## src/rtl/stream_demux2_pkg.sv

```systemverilog
// Shared types and defaults for the stream_demux2 1:2 packet demultiplexer.
package stream_demux_pkg;

  typedef enum logic {S_IDLE, S_LOCKED} demux_state_e;

  localparam int DEFAULT_WIDTH = 8;

endpackage

```

## src/rtl/stream_demux2_if.sv

```systemverilog
// Valid/ready bundle for stream_demux2: one input stream and two output streams.
interface stream_demux2_if #(
  parameter int WIDTH = 8
);
  logic [WIDTH-1:0] in_data;
  logic             in_valid;
  logic             in_last;
  logic             in_sel;
  logic             in_ready;

  logic [WIDTH-1:0] out0_data;
  logic             out0_valid;
  logic             out0_last;
  logic             out0_ready;

  logic [WIDTH-1:0] out1_data;
  logic             out1_valid;
  logic             out1_last;
  logic             out1_ready;

  modport master (
    output in_data, in_valid, in_last, in_sel,
    input  in_ready,
    input  out0_data, out0_valid, out0_last,
    output out0_ready,
    input  out1_data, out1_valid, out1_last,
    output out1_ready
  );

  modport slave (
    input  in_data, in_valid, in_last, in_sel,
    output in_ready,
    output out0_data, out0_valid, out0_last,
    input  out0_ready,
    output out1_data, out1_valid, out1_last,
    input  out1_ready
  );

endinterface

```

## src/rtl/stream_demux2_reg.sv

```systemverilog
// One-entry registered valid/ready stage; 'free' reports it can take a beat this cycle.
module stream_reg #(
  parameter int W = 9
) (
  input  logic         clk,
  input  logic         reset_n,
  input  logic         load,
  input  logic [W-1:0] din,
  output logic [W-1:0] dout,
  output logic         vld,
  input  logic         ready,
  output logic         free
);

  logic [W-1:0] data_p1;
  logic         vld_p1;

  assign free = !vld_p1 || ready;
  assign dout = data_p1;
  assign vld  = vld_p1;

  // Stage boundary: load takes priority over drain so a simultaneous drain+load keeps valid high.
  always_ff @(posedge clk or negedge reset_n) begin
    if (!reset_n) begin
      data_p1 <= '0;
      vld_p1  <= 1'b0;
    end else if (load) begin
      data_p1 <= din;
      vld_p1  <= 1'b1;
    end else if (ready) begin
      vld_p1  <= 1'b0;
    end
  end

endmodule

```

## src/rtl/stream_demux2.sv

```systemverilog
// 1:2 packet stream demultiplexer; destination locked from first to last beat.
// Optional per-output delivered-beat counters with `define STREAM_DEMUX_CNT_EN.
module stream_demux2
  import stream_demux_pkg::*;
#(
  parameter int WIDTH = DEFAULT_WIDTH
`ifdef STREAM_DEMUX_CNT_EN
  ,
  parameter int CNT_W = 16
`endif
) (
  input  logic               clk,
  input  logic               reset_n,
  stream_demux2_if.slave     s,
  output logic               busy
`ifdef STREAM_DEMUX_CNT_EN
  ,
  output logic [CNT_W-1:0]   cnt0,
  output logic [CNT_W-1:0]   cnt1
`endif
);

  demux_state_e state, state_nxt;
  logic         lock_sel, lock_sel_nxt;
  logic         tgt;
  logic         free0, free1;
  logic         accept;
  logic [WIDTH:0] beat_p0;
  logic [WIDTH:0] dout0, dout1;

  // in_sel is only honoured on a first beat; mid-packet the locked target wins.
  assign tgt      = (state == S_IDLE) ? s.in_sel : lock_sel;
  assign s.in_ready = tgt ? free1 : free0;
  assign accept   = s.in_valid && s.in_ready;
  assign beat_p0  = {s.in_data, s.in_last};

  stream_reg #(.W(WIDTH + 1)) u_stage0 (
    .clk     (clk),
    .reset_n (reset_n),
    .load    (accept && !tgt),
    .din     (beat_p0),
    .dout    (dout0),
    .vld     (s.out0_valid),
    .ready   (s.out0_ready),
    .free    (free0)
  );

  stream_reg #(.W(WIDTH + 1)) u_stage1 (
    .clk     (clk),
    .reset_n (reset_n),
    .load    (accept && tgt),
    .din     (beat_p0),
    .dout    (dout1),
    .vld     (s.out1_valid),
    .ready   (s.out1_ready),
    .free    (free1)
  );

  assign s.out0_data = dout0[WIDTH:1];
  assign s.out0_last = dout0[0];
  assign s.out1_data = dout1[WIDTH:1];
  assign s.out1_last = dout1[0];

  always_ff @(posedge clk or negedge reset_n) begin
    if (!reset_n) begin
      state    <= S_IDLE;
      lock_sel <= 1'b0;
    end else begin
      state    <= state_nxt;
      lock_sel <= lock_sel_nxt;
    end
  end

  always_comb begin
    state_nxt    = state;
    lock_sel_nxt = lock_sel;
    case (state)
      S_IDLE: begin
        if (accept && !s.in_last) begin
          state_nxt    = S_LOCKED;
          lock_sel_nxt = s.in_sel;
        end
      end
      S_LOCKED: begin
        if (accept && s.in_last) state_nxt = S_IDLE;
      end
      default: state_nxt = S_IDLE;
    endcase
  end

  assign busy = (state == S_LOCKED);

`ifdef STREAM_DEMUX_CNT_EN
  function automatic logic [CNT_W-1:0] cnt_inc(input logic [CNT_W-1:0] c);
    return c + CNT_W'(1);
  endfunction

  // Counters advance on drains, i.e. beats actually taken by the consumer.
  always_ff @(posedge clk or negedge reset_n) begin
    if (!reset_n) begin
      cnt0 <= '0;
      cnt1 <= '0;
    end else begin
      if (s.out0_valid && s.out0_ready) cnt0 <= cnt_inc(cnt0);
      if (s.out1_valid && s.out1_ready) cnt1 <= cnt_inc(cnt1);
    end
  end
`endif

endmodule

```

## src/flat_wrapper.sv

```systemverilog
// flat-port wrapper written by rule: the top's interface ports become plain ports
module stream_demux2_flat import stream_demux_pkg::*;
#(
  parameter int WIDTH = DEFAULT_WIDTH

)
  (clk, reset_n, busy, s_in_data, s_in_valid, s_in_last, s_in_sel, s_in_ready, s_out0_data, s_out0_valid, s_out0_last, s_out0_ready, s_out1_data, s_out1_valid, s_out1_last, s_out1_ready);
  stream_demux2_if #(.WIDTH(WIDTH)) s_i ();
  input  logic clk;
  input  logic reset_n;
  output logic busy;
  input wire logic [$bits(s_i.in_data)-1:0] s_in_data;
  input wire logic [$bits(s_i.in_valid)-1:0] s_in_valid;
  input wire logic [$bits(s_i.in_last)-1:0] s_in_last;
  input wire logic [$bits(s_i.in_sel)-1:0] s_in_sel;
  output wire logic [$bits(s_i.in_ready)-1:0] s_in_ready;
  output wire logic [$bits(s_i.out0_data)-1:0] s_out0_data;
  output wire logic [$bits(s_i.out0_valid)-1:0] s_out0_valid;
  output wire logic [$bits(s_i.out0_last)-1:0] s_out0_last;
  input wire logic [$bits(s_i.out0_ready)-1:0] s_out0_ready;
  output wire logic [$bits(s_i.out1_data)-1:0] s_out1_data;
  output wire logic [$bits(s_i.out1_valid)-1:0] s_out1_valid;
  output wire logic [$bits(s_i.out1_last)-1:0] s_out1_last;
  input wire logic [$bits(s_i.out1_ready)-1:0] s_out1_ready;
  assign s_i.in_data = s_in_data;
  assign s_i.in_valid = s_in_valid;
  assign s_i.in_last = s_in_last;
  assign s_i.in_sel = s_in_sel;
  assign s_in_ready = s_i.in_ready;
  assign s_out0_data = s_i.out0_data;
  assign s_out0_valid = s_i.out0_valid;
  assign s_out0_last = s_i.out0_last;
  assign s_i.out0_ready = s_out0_ready;
  assign s_out1_data = s_i.out1_data;
  assign s_out1_valid = s_i.out1_valid;
  assign s_out1_last = s_i.out1_last;
  assign s_i.out1_ready = s_out1_ready;
  stream_demux2 #(.WIDTH(WIDTH)) u_core (.clk(clk), .reset_n(reset_n), .s(s_i), .busy(busy));
endmodule
```

## config.mk

```make
export PLATFORM = sky130hd
export DESIGN_NAME = stream_demux2_flat
export DESIGN_NICKNAME = d
export VERILOG_FILES = /design/src/rtl/stream_demux2_pkg.sv /design/src/rtl/stream_demux2_if.sv /design/src/rtl/stream_demux2_reg.sv /design/src/rtl/stream_demux2.sv /design/src/flat_wrapper.sv
export SDC_FILE = /design/constraint.sdc
export NUM_CORES = 1
export LEC_CHECK = 0
export BUFFER_PORTS_ARGS = -buffer_cell sky130_fd_sc_hd__buf_2
export CELL_PAD_IN_SITES_DETAIL_PLACEMENT = 1
export CELL_PAD_IN_SITES_GLOBAL_PLACEMENT = 1
export CORE_UTILIZATION = 34
export DETAILED_ROUTE_END_ITERATION = 8
export GPL_TIMING_DRIVEN = 0
export PLACE_DENSITY = 0.79
export SLEW_MARGIN = 20
export SYNTH_ARGS = -nofsm -noshare
export SYNTH_HDL_FRONTEND = slang
export SYNTH_HIERARCHICAL = 1
export SYNTH_SLANG_ARGS = --single-unit
```

## constraint.sdc

```tcl
create_clock -name clk -period 1.45 [get_ports clk]
set_input_delay 0.3625 -clock clk [delete_from_list [all_inputs] [get_ports clk]]
set_output_delay 0.3625 -clock clk [all_outputs]
set_load 0.01 [all_outputs]
```

==> metrics, run 1 <==
mean routed wirelength per cell 15.67 µm; Post-Place Worst Slack -0.09488 ns; drt total wl 2.100 mm; Clock Tree Buf Depth 2; cell taking the most area after synthesis dfrtp_1; sequential area share after synthesis 56.92%; Setup crit end kind output pin; IO buf count 36; placed cell areas 0.001196 mm²; Layout area overhead 35.96%; final setup violation count 10; synth warn 6; DRT Pass-1 Iters 2; Max VDD drop 0.9766 mV; minimum clock period 1.785 ns; slew at the pin closest to its max-slew limit 0.4871 ns; Placeable Area 0.002590 mm²; switching share of total power 29.91%; synth unique cells 14; area of the mapped netlist 967.2 µm²; dominant synthesized flop cell dfrtp_1; vias per cell 4.791; ys async rst share 100.0%; power per cell area 1622 mW/mm²; Rel. slew slack 67.53%; Fmax 560.2 MHz; Final period util 123.1%; most frequent cell after synthesis dfrtp_1; worst-path maximum fanout 2; # IOs 37; Critical Path RT 1.09 ns; ANT cells 0; Max Clock Skew 0.001158 ns; reg2reg path depth 5; die area 0.003062 mm²; syn_nets 74; Clock Latency Late Sink 0.30 ns; status complete, but fails checks; Die Wd 55.34 µm; total CTS buffers 3; clk root buf clkbuf_4; Post-Syn Instances 59; Worst EP arrival 1.42 ns; Die Ht 55.34 µm; largest net degree at the start of global routing 23; layout cells sized above 1 68.27%; unrepaired setup endpoints after global routing yes; ranking of synthesized cells by area dfrtp_1, mux2_4, nand2b_1; Comb pwr share 41.0%; Reg power frac 43.7%; worst hold path type primary input to async pin; Post-synth EDFFs 0; Rows 18; routability-driven placement congestion ratio 0.6236; via count 642; sinks on the clock net 22; initial core utilization 37.34%; CP cell instances mux2i_2, mux2_4, buf_6; Setup crit start kind register; family with the most delay on the worst path multiplexers; setup ws final -0.3352 ns; Post-Layout Cell Count 134; #FFs+latches synth 22; design area 0.001315 mm²; vias in the first global route 682; Critical Path Stages 3; P_leak 0.6660 nW; DRC viols 0; detailed placement HPWL 1.463 mm; final net count 120; first-pass GRT wire length 3.456 mm; failing checks negative setup slack; ANT nets after route 0; top cell type's share of synthesized area 56.92%; Clock Power Share 15.3%; Pins Over Slew Limit 0; internal power 1.495 mW; Total GRT Usage 14.87%; DR iter-0 viols 3; Reg2Reg Setup Slack -0.15 ns; Switch Pwr 637.9 µW; CP Class register to output pin; hold slack 0.003742 ns; CTS clk-pin slew, worst paths 0.11 ns; most common library cells after synthesis dfrtp_1, mux2_4, nand2b_1; CP max stage cell dfrtp_1; Worst path max stage delay 0.40 ns; number of fill cells 280; Buf/Inv on CP 1; H-tree levels 1; CTS tree built; initial antenna violation count 0; post-layout util 50.77%; syn avg cell area 16.39 µm²; Final Hold Fails 0; # Max-Cap Violations 0; capturing point of the worst reg2reg path u_core/u_stage0/dout[1]$_DFFE_PN0P_; Remaining Overflow, GRT 0; # placed instances 125
==> state kept, by name (all words and copies together), names as in the netlist, named ones only <==
register,flops
u_core/u_stage0/vld,1
u_core/u_stage1/dout,9
u_core/u_stage1/vld,1
u_core/lock_sel,1
u_core/u_stage0/dout,9
==> cell type report <==
cell class	instances	area (µm²)	share of cell area, %
tap	30	37.54	2.854
clock buffer	4	36.28	2.759
multi-input combinational	34	412.9	31.40
sequential	22	550.5	41.86
buffer	1	11.26	0.8563
inverter	1	3.754	0.2854
timing repair buffer	42	262.8	19.98
==> worst reg2reg max path: stages (launching register included) <==
cell	delay, ns
dfrtp_1	0.40
mux2i_2	0.26
buf_4	0.17
and3_4	0.23
buf_6	0.14
mux2_4	0.30
==> metal layers <==
| layer | up-vias | part of all wire [%] | track usage (%) |
|---|---|---|---|
| met3 | 2 | 4.0 | 5.152 |
| li1 | 297 | - | - |
| met2 | 18 | 54 | 25.99 |
| met5 | - | 0 | 0 |
| met1 | 325 | 40 | 17.53 |
| met4 | 0 | 1.3 | 3.214 |
==> metrics by stage <==
| stage | TNS (ns) | total power [mW] |
|---|---|---|
| 2_1_floorplan | -0.3215 | 1.443 |
| 3_3_place_gp | -0.6553 | 1.724 |
| 3_5_place_dp | -0.8307 | 1.758 |
| 4_1_cts | -1.813 | 2.156 |
| 5_1_grt | -2.445 | 2.292 |
| 6_report | -1.587 | 2.133 |
==> power groups by stage <==
stage	sequential [mW]	combinational (mW)	clock (mW)
4_1_cts	0.940	0.873	0.343
3_3_place_gp	0.934	0.790	0
6_report	0.932	0.874	0.327
3_5_place_dp	0.952	0.806	0
5_1_grt	0.965	0.948	0.380
2_1_floorplan	1.04	0.403	0
==> repair_timing <==
action,4_1_cts,5_1_grt
hold buffers,0,0
pin swaps,0,1
gates resized for setup,5,6
gates cloned,1,1
setup endpoints to repair,10,19
buffers inserted,3,1
==> cells in the final DEF, fill, tap and decap left out, types with 2 or more instances in the layout <==
master	count
buf_6	5
a21o_1	2
clkbuf_4	3
nand2_1	2
nand2b_1	3
dfrtp_1	22
mux2_4	19
buf_2	35
buf_4	2
==> kinds of logic (layout without fill, tap and decap cells) <==
group / after synthesis / after routing / share of synthesized area (%)
flip-flops: 22 / 22 / 56.92
AO/OA/AOI/OAI: 4 / 4 / 3.363
multiplexers: 21 / 21 / 31.69
AND/OR/NAND/NOR: 9 / 9 / 5.304
buffers and inverters: 3 / 48 / 2.716
==> worst max-delay path by stage <==
stage | slack [ns] | start | to
floorplan | -0.04 | register | u_core/u_stage0/dout[0]$_DFFE_PN0P_
global placement | -0.08 | s_in_sel | s_in_ready
detailed placement | -0.09 | register | s_in_ready
CTS | -0.35 | register | s_in_ready
global route | -0.43 | register | s_in_ready
finish | -0.34 | register | s_in_ready
(Power assumes the default switching activity.)
==> inputs of run 2 (changes only) <==
--- a/config.mk
+++ b/config.mk
@@ -17,3 +17,2 @@
 export SYNTH_HDL_FRONTEND = slang
-export SYNTH_HIERARCHICAL = 1
 export SYNTH_SLANG_ARGS = --single-unit
==> constraint.sdc (replaced) <==
create_clock -name clk -period 1.45 [get_ports clk]
set_input_delay 0.2175 -clock clk [delete_from_list [all_inputs] [get_ports clk]]
set_output_delay 0.2175 -clock clk [all_outputs]
set_load 0.01 [all_outputs]
==> run 2 against run 1 <==
The run still ends with negative setup slack left. Clock power is 42% higher. Synthesized area is 2.7% lower. Combinational power is 59% higher.
==> metrics, run 2 <==
sequential area share after synthesis 58.51% (was 56.92%); CP Class register to output pin (unchanged); die area 0.002982 mm² (was 0.003062 mm²); Comb pwr share 47.0% (was 41.0%); sinks on the clock net 22 (unchanged); GR Util met3 3.056% (was 5.152%); CP max stage cell dfrtp_2 (was dfrtp_1); most common library cells after synthesis dfrtp_1, mux2_4, mux2_2 (was dfrtp_1, mux2_4, nand2b_1); CP cell instances mux2i_4, mux2_4, buf_6 (was mux2i_2, mux2_4, buf_6); area of the mapped netlist 940.9 µm² (was 967.2 µm²); worst-path maximum fanout 3 (was 2); Fin Setup TNS -0.9160 ns (was -1.587 ns); unrepaired setup endpoints after global routing yes (unchanged); area of the multi-input gates 395.4 µm² (was 412.9 µm²); syn avg cell area 17.42 µm² (was 16.39 µm²); grt met2 use 27.51% (was 25.99%); switching share of total power 30.70% (was 29.91%); routability-driven placement congestion ratio 0.6234 (was 0.6236); Rel. slew slack 68.22% (was 67.53%); Fmax 611.1 MHz (was 560.2 MHz); failing checks negative setup slack (unchanged); # IOs 37 (unchanged); Layout area overhead 41.09% (was 35.96%); family with the most delay on the worst path multiplexers (unchanged); minimum clock period 1.636 ns (was 1.785 ns); Placeable Area 0.002545 mm² (was 0.002590 mm²); Worst path max stage delay 0.42 ns (was 0.40 ns); H-tree levels 1 (unchanged); initial antenna violation count 0 (unchanged); ranking of synthesized cells by area dfrtp_1, mux2_4, mux2_2 (was dfrtp_1, mux2_4, nand2b_1); Max Clock Skew 0.01098 ns (was 0.001158 ns); status complete, but fails checks (unchanged); ANT cells 0 (unchanged); detailed placement HPWL 1.406 mm (was 1.463 mm); power per cell area 2223 mW/mm² (was 1622 mW/mm²); Critical Path Stages 3 (unchanged); Remaining Overflow, GRT 0 (unchanged); IO buf count 36 (unchanged); syn_nets 69 (was 74); Rows 18 (unchanged); hold slack 0.1466 ns (was 0.003742 ns); ys async rst share 100.0% (unchanged); most frequent cell after synthesis dfrtp_1 (unchanged); internal power 2.045 mW (was 1.495 mW); synth unique cells 13 (was 14); number of fill cells 272 (was 280); post-layout util 52.16% (was 50.77%); Clock Power Share 15.7% (was 15.3%); GR Util met1 18.51% (was 17.53%); ANT nets after route 0 (unchanged); layout cells sized above 1 71.72% (was 68.27%); Register Area 551.8 µm² (was 550.5 µm²); setup ws final -0.1865 ns (was -0.3352 ns); dominant synthesized flop cell dfrtp_1 (unchanged); DR iter-0 viols 5 (was 3); mean routed wirelength per cell 15.27 µm (was 15.67 µm); CTS clk-pin slew, worst paths 0.13 ns (was 0.11 ns); Post-Syn Instances 54 (was 59); Worst EP arrival 1.42 ns (about the same); largest net degree at the start of global routing 23 (unchanged); Switch Pwr 906.1 µW (was 637.9 µW); slew at the pin closest to its max-slew limit 0.4767 ns (was 0.4871 ns); Clock Latency Late Sink 0.30 ns (about the same); busiest grt layer met2 (unchanged); Worst Hold Depth 2; synth warn 0 (was 6); final setup violation count 10 (unchanged); vias per cell 4.760 (was 4.791); P_leak 0.6976 nW (was 0.6660 nW); Power, Total 2.952 mW (was 2.133 mW); worst hold path type primary input to register (was primary input to async pin); final net count 115 (was 120); initial core utilization 36.97% (was 37.34%); most frequent cells in the layout buf_2, dfrtp_1, mux2_4 (unchanged); reg2reg path depth 5 (unchanged); Die Wd 54.61 µm (was 55.34 µm); Pins Over Slew Limit 0 (unchanged); Critical Path RT 1.23 ns (was 1.09 ns); Post-Place Worst Slack -0.1357 ns (was -0.09488 ns); Reg power frac 37.3% (was 43.7%); most common cell after layout, fill and taps aside buf_2 (unchanged); Final Hold Fails 0 (unchanged); DRT Pass-1 Iters 2 (unchanged); drt total wl 1.970 mm (was 2.100 mm); DRC viols 0 (unchanged); CTS tree built (unchanged); Post-synth EDFFs 0 (unchanged); top cell type's share of synthesized area 58.51% (was 56.92%); Setup crit end kind output pin (unchanged); Setup crit start kind register (unchanged); #FFs+latches synth 22 (unchanged); cell taking the most area after synthesis dfrtp_1 (unchanged); Buf/Inv on CP 1 (unchanged); Final period util 112.9% (was 123.1%); clk root buf clkbuf_4 (unchanged); total CTS buffers 3 (unchanged); # Max-Cap Violations 0 (unchanged); via count 614 (was 642); first-pass GRT wire length 3.174 mm (was 3.456 mm); Clock Tree Buf Depth 2 (unchanged); Total GRT Usage 15.72% (was 14.87%); Max VDD drop 1.200 mV (was 0.9766 mV); Die Ht 54.61 µm (was 55.34 µm); vias in the first global route 676 (was 682)
==> run 2: area by class of cell <==
class | instances | share of cell area (%)
Buffer | 2 | 2.639
Clock buffer | 3 | 1.697
Clock inverter | 1 | 2.262
Multi-Input combinational cell | 30 | 29.78
Sequential cell | 22 | 41.56
Tap cell | 30 | 2.828
Timing Repair Buffer | 41 | 19.23
==> run 2: final timing paths <==
path / to / slack [ns] / start
setup / recovery: s_in_ready / -0.19 / register
hold / removal: u_core.u_stage0.dout[2]$_DFFE_PN0P_ / 0.15 / s_in_data[1]
setup reg to reg: u_core.lock_sel$_DFFE_PN0P_ / -0.17 / register
hold reg to reg: u_core.u_stage1.dout[8]$_DFFE_PN0P_ / 0.52 / u_core.u_stage1.dout[8]$_DFFE_PN0P_
max in group asynchronous: async pin / 0.71 / reset_n
min in group asynchronous: u_core.u_stage0.vld$_DFFE_PN0P_ / 0.39 / reset_n
==> run 2: per-layer routing <==
metal / up-vias / share of wire, %
met5: - / 0
met4: 0 / 0.51
met2: 19 / 53
met1: 314 / 42
met3: 2 / 4.5
li1: 279 / -
==> run 2: stage by stage <==
step,instances,cell area [µm²]
2_1_floorplan,54,942.2
3_3_place_gp,120,1160
3_5_place_dp,120,1160
4_1_cts,129,1316
5_1_grt,129,1328
6_report,129,1328
==> run 2: repair_timing <==
| item | CTS | global route |
|---|---|---|
| hold buffers | 1 | 0 |
| cloned | 1 | 0 |
| setup endpoints to repair | 17 | 19 |
| pin swaps | 0 | 1 |
| endpoints found under the hold margin | 22 | 0 |
| gates resized for setup | 7 | 3 |
| buffers inserted | 3 | 0 |
==> run 2: cell families (layout without fill, tap and decap cells) <==
family,after synthesis,count (layout),synth area share [%]
DFF,22,22,58.51
buffers and inverters,2,47,2.393
muxes,21,21,30.98
AOI/OAI and AO/OA,3,3,2.792
and+or+nand+nor,6,6,5.319
==> run 2: power groups by stage <==
| stage | registers [mW] | logic [mW] | clock network, mW |
|---|---|---|---|
| 2_1_floorplan | 1.24 | 0.611 | 0 |
| 3_3_place_gp | 1.08 | 1.15 | 0 |
| 3_5_place_dp | 1.11 | 1.19 | 0 |
| 4_1_cts | 1.10 | 1.38 | 0.477 |
| 5_1_grt | 1.15 | 1.50 | 0.498 |
| 6_report | 1.10 | 1.39 | 0.463 |
==> inputs of run 3 (changes only) <==
SYNTH_HIERARCHICAL = 1   (was unset)
TNS_END_PERCENT = 1   (was unset)
==> run 3 against run 2 <==
The run still ends with negative setup slack left. Worst hold slack gained 0.0017 ns. Non-clock buffer count shrank 2. Via count grew 2.8%. Core utilization shrank 3.1 points. First-iteration DRC count shrank 20%. Die area grew 2.7%. Highest routed layer unchanged. Worst setup slack gained 0.0037 ns. Cell count grew 2.3%. Sequential share of layout area grew 1.7 points. Clock skew shrank 0.010 ns. Wire length grew 2.4%. Largest cell class unchanged.
==> metrics, run 3 (synthesis results as in run 1) <==
clk root buf clkbuf_4 (unchanged); setup ws final -0.1828 ns (was -0.1865 ns); Worst EP arrival 1.42 ns (about the same); CP cell instances mux2i_2, mux2_4, buf_6 (was mux2i_4, mux2_4, buf_6); Total GRT Usage 14.98% (was 15.72%); Post-Place Worst Slack -0.08493 ns (was -0.1357 ns); largest net degree at the start of global routing 23 (unchanged); post-layout util 49.08% (was 52.16%); drt total wl 2.018 mm (was 1.970 mm); DRT Pass-1 Iters 2 (unchanged); internal power 1.466 mW (was 2.045 mW); # placed instances 125 (was 120); Reg power frac 44.6% (was 37.3%); Reg2Reg Setup Slack -0.09 ns (was -0.17 ns); Rows 18 (unchanged); placed cell areas 0.001196 mm² (was 0.001160 mm²); switching share of total power 29.87% (was 30.70%); CP Class register to output pin (unchanged); mean routed wirelength per cell 15.29 µm (was 15.27 µm); status complete, but fails checks (unchanged); Final period util 112.6% (was 112.9%); DRC viols 0 (unchanged); minimum clock period 1.633 ns (was 1.636 ns); Worst path max stage delay 0.40 ns (was 0.42 ns); first-pass GRT wire length 3.498 mm (was 3.174 mm); final net count 118 (was 115); CTS tree built (unchanged); Final Hold Fails 0 (unchanged); die area 0.003062 mm² (was 0.002982 mm²); Pins Over Slew Limit 0 (unchanged); ANT cells 0 (unchanged); vias per cell 4.780 (was 4.760); slew at the pin closest to its max-slew limit 0.4745 ns (was 0.4767 ns); via count 631 (was 614); Clock Power Share 15.6% (was 15.7%); initial core utilization 37.34% (was 36.97%); Layout area overhead 31.44% (was 41.09%); Fin Setup TNS -1.020 ns (was -0.9160 ns); H-tree levels 1 (unchanged); Remaining Overflow, GRT 0 (unchanged); IO buf count 36 (unchanged); Hold Crit Start s_in_sel (was s_in_data[1]); worst-path maximum fanout 2 (was 3); layout cells sized above 1 65.69% (was 71.72%); most common cell after layout, fill and taps aside buf_2 (unchanged); # Max-Cap Violations 0 (unchanged); Fmax 612.4 MHz (was 611.1 MHz); Max Clock Skew 0.001007 ns (was 0.01098 ns); sinks on the clock net 22 (unchanged); # IOs 37 (unchanged); P_leak 0.6454 nW (was 0.6976 nW); Setup crit end kind output pin (unchanged); total CTS buffers 3 (unchanged); Critical Path RT 1.23 ns (about the same); most frequent cells in the layout buf_2, dfrtp_1, mux2_4 (unchanged); DR iter-0 viols 4 (was 5); Power, Total 2.091 mW (was 2.952 mW); Post-Layout Cell Count 132 (was 129); ANT nets after route 0 (unchanged); Clock Tree Buf Depth 2 (unchanged); Max VDD drop 0.9539 mV (was 1.200 mV); final setup violation count 10 (unchanged); Die Ht 55.34 µm (was 54.61 µm); routability-driven placement congestion ratio 0.6236 (was 0.6234); Placeable Area 0.002590 mm² (was 0.002545 mm²); Rel. slew slack 68.37% (was 68.22%); failing checks negative setup slack (unchanged); unrepaired setup endpoints after global routing yes (unchanged); CTS clk-pin slew, worst paths 0.11 ns (was 0.13 ns); Switch Pwr 624.5 µW (was 906.1 µW); Clock Latency Late Sink 0.30 ns (about the same); hold slack 0.1483 ns (was 0.1466 ns); Comb pwr share 39.8% (was 47.0%); worst hold path type primary input to register (unchanged); Die Wd 55.34 µm (was 54.61 µm); detailed placement HPWL 1.463 mm (was 1.406 mm); power per cell area 1644 mW/mm² (was 2223 mW/mm²); Setup crit start kind register (unchanged); CP max stage cell dfrtp_1 (was dfrtp_2); initial antenna violation count 0 (unchanged); design area 0.001271 mm² (was 0.001328 mm²); vias in the first global route 678 (was 676)
-- run 3: area by class of cell --
class	count	area, µm²
plain buffers	2	31.28
clock buffers	4	36.28
fillers	284	1319
inverters	1	3.754
multi-input cells	34	400.4
flip-flops and latches	22	550.5
well taps	30	37.54
repair buffers	39	211.5
-- run 3: metal layers --
layer | vias to the layer above | part of all wire, % | GRT usage (%) | wire (µm)
li1 | 294 | - | - | -
met1 | 318 | 41 | 18.15 | 822
met4 | 0 | 1.0 | 3.214 | 21
met3 | 2 | 3.7 | 5.152 | 75
met2 | 17 | 54 | 25.65 | 1099
met5 | - | 0 | 0 | 0
-- run 3: power by group through the flow --
stage,logic [mW],registers [mW],clock network [mW]
5_1_grt,0.903,0.966,0.376
6_report,0.832,0.933,0.326
4_1_cts,0.846,0.940,0.343
3_3_place_gp,0.790,0.934,0
2_1_floorplan,0.403,1.04,0
3_5_place_dp,0.806,0.952,0
-- run 3: worst paths after layout --
path | end | cells after the start
worst min-delay path | u_core/lock_sel$_DFFE_PN0P_ | 2
min in group asynchronous | u_core/u_stage1/dout[5]$_DFFE_PN0P_ | 2
worst max register to register | u_core/u_stage0/dout[0]$_DFFE_PN0P_ | 5
worst min register to register | u_core/u_stage0/dout[1]$_DFFE_PN0P_ | 1
worst max-delay path | s_in_ready | 3
max in group asynchronous | u_core/u_stage0/vld$_DFFE_PN0P_ | 2
-- run 3: critical path, delay by kind of cell (launching register included) --
kind | cells | cell delay, ns
DFF | 1 | 0.40
muxes | 2 | 0.60
buffers and inverters | 1 | 0.12
-- run 3: what timing repair did --
item / CTS / global route
gates resized for setup: 3 / 0
endpoints found under the setup margin: 10 / 19
endpoints found under the hold margin: 22 / 0
setup buffers: 2 / 0
hold buffers: 1 / 0
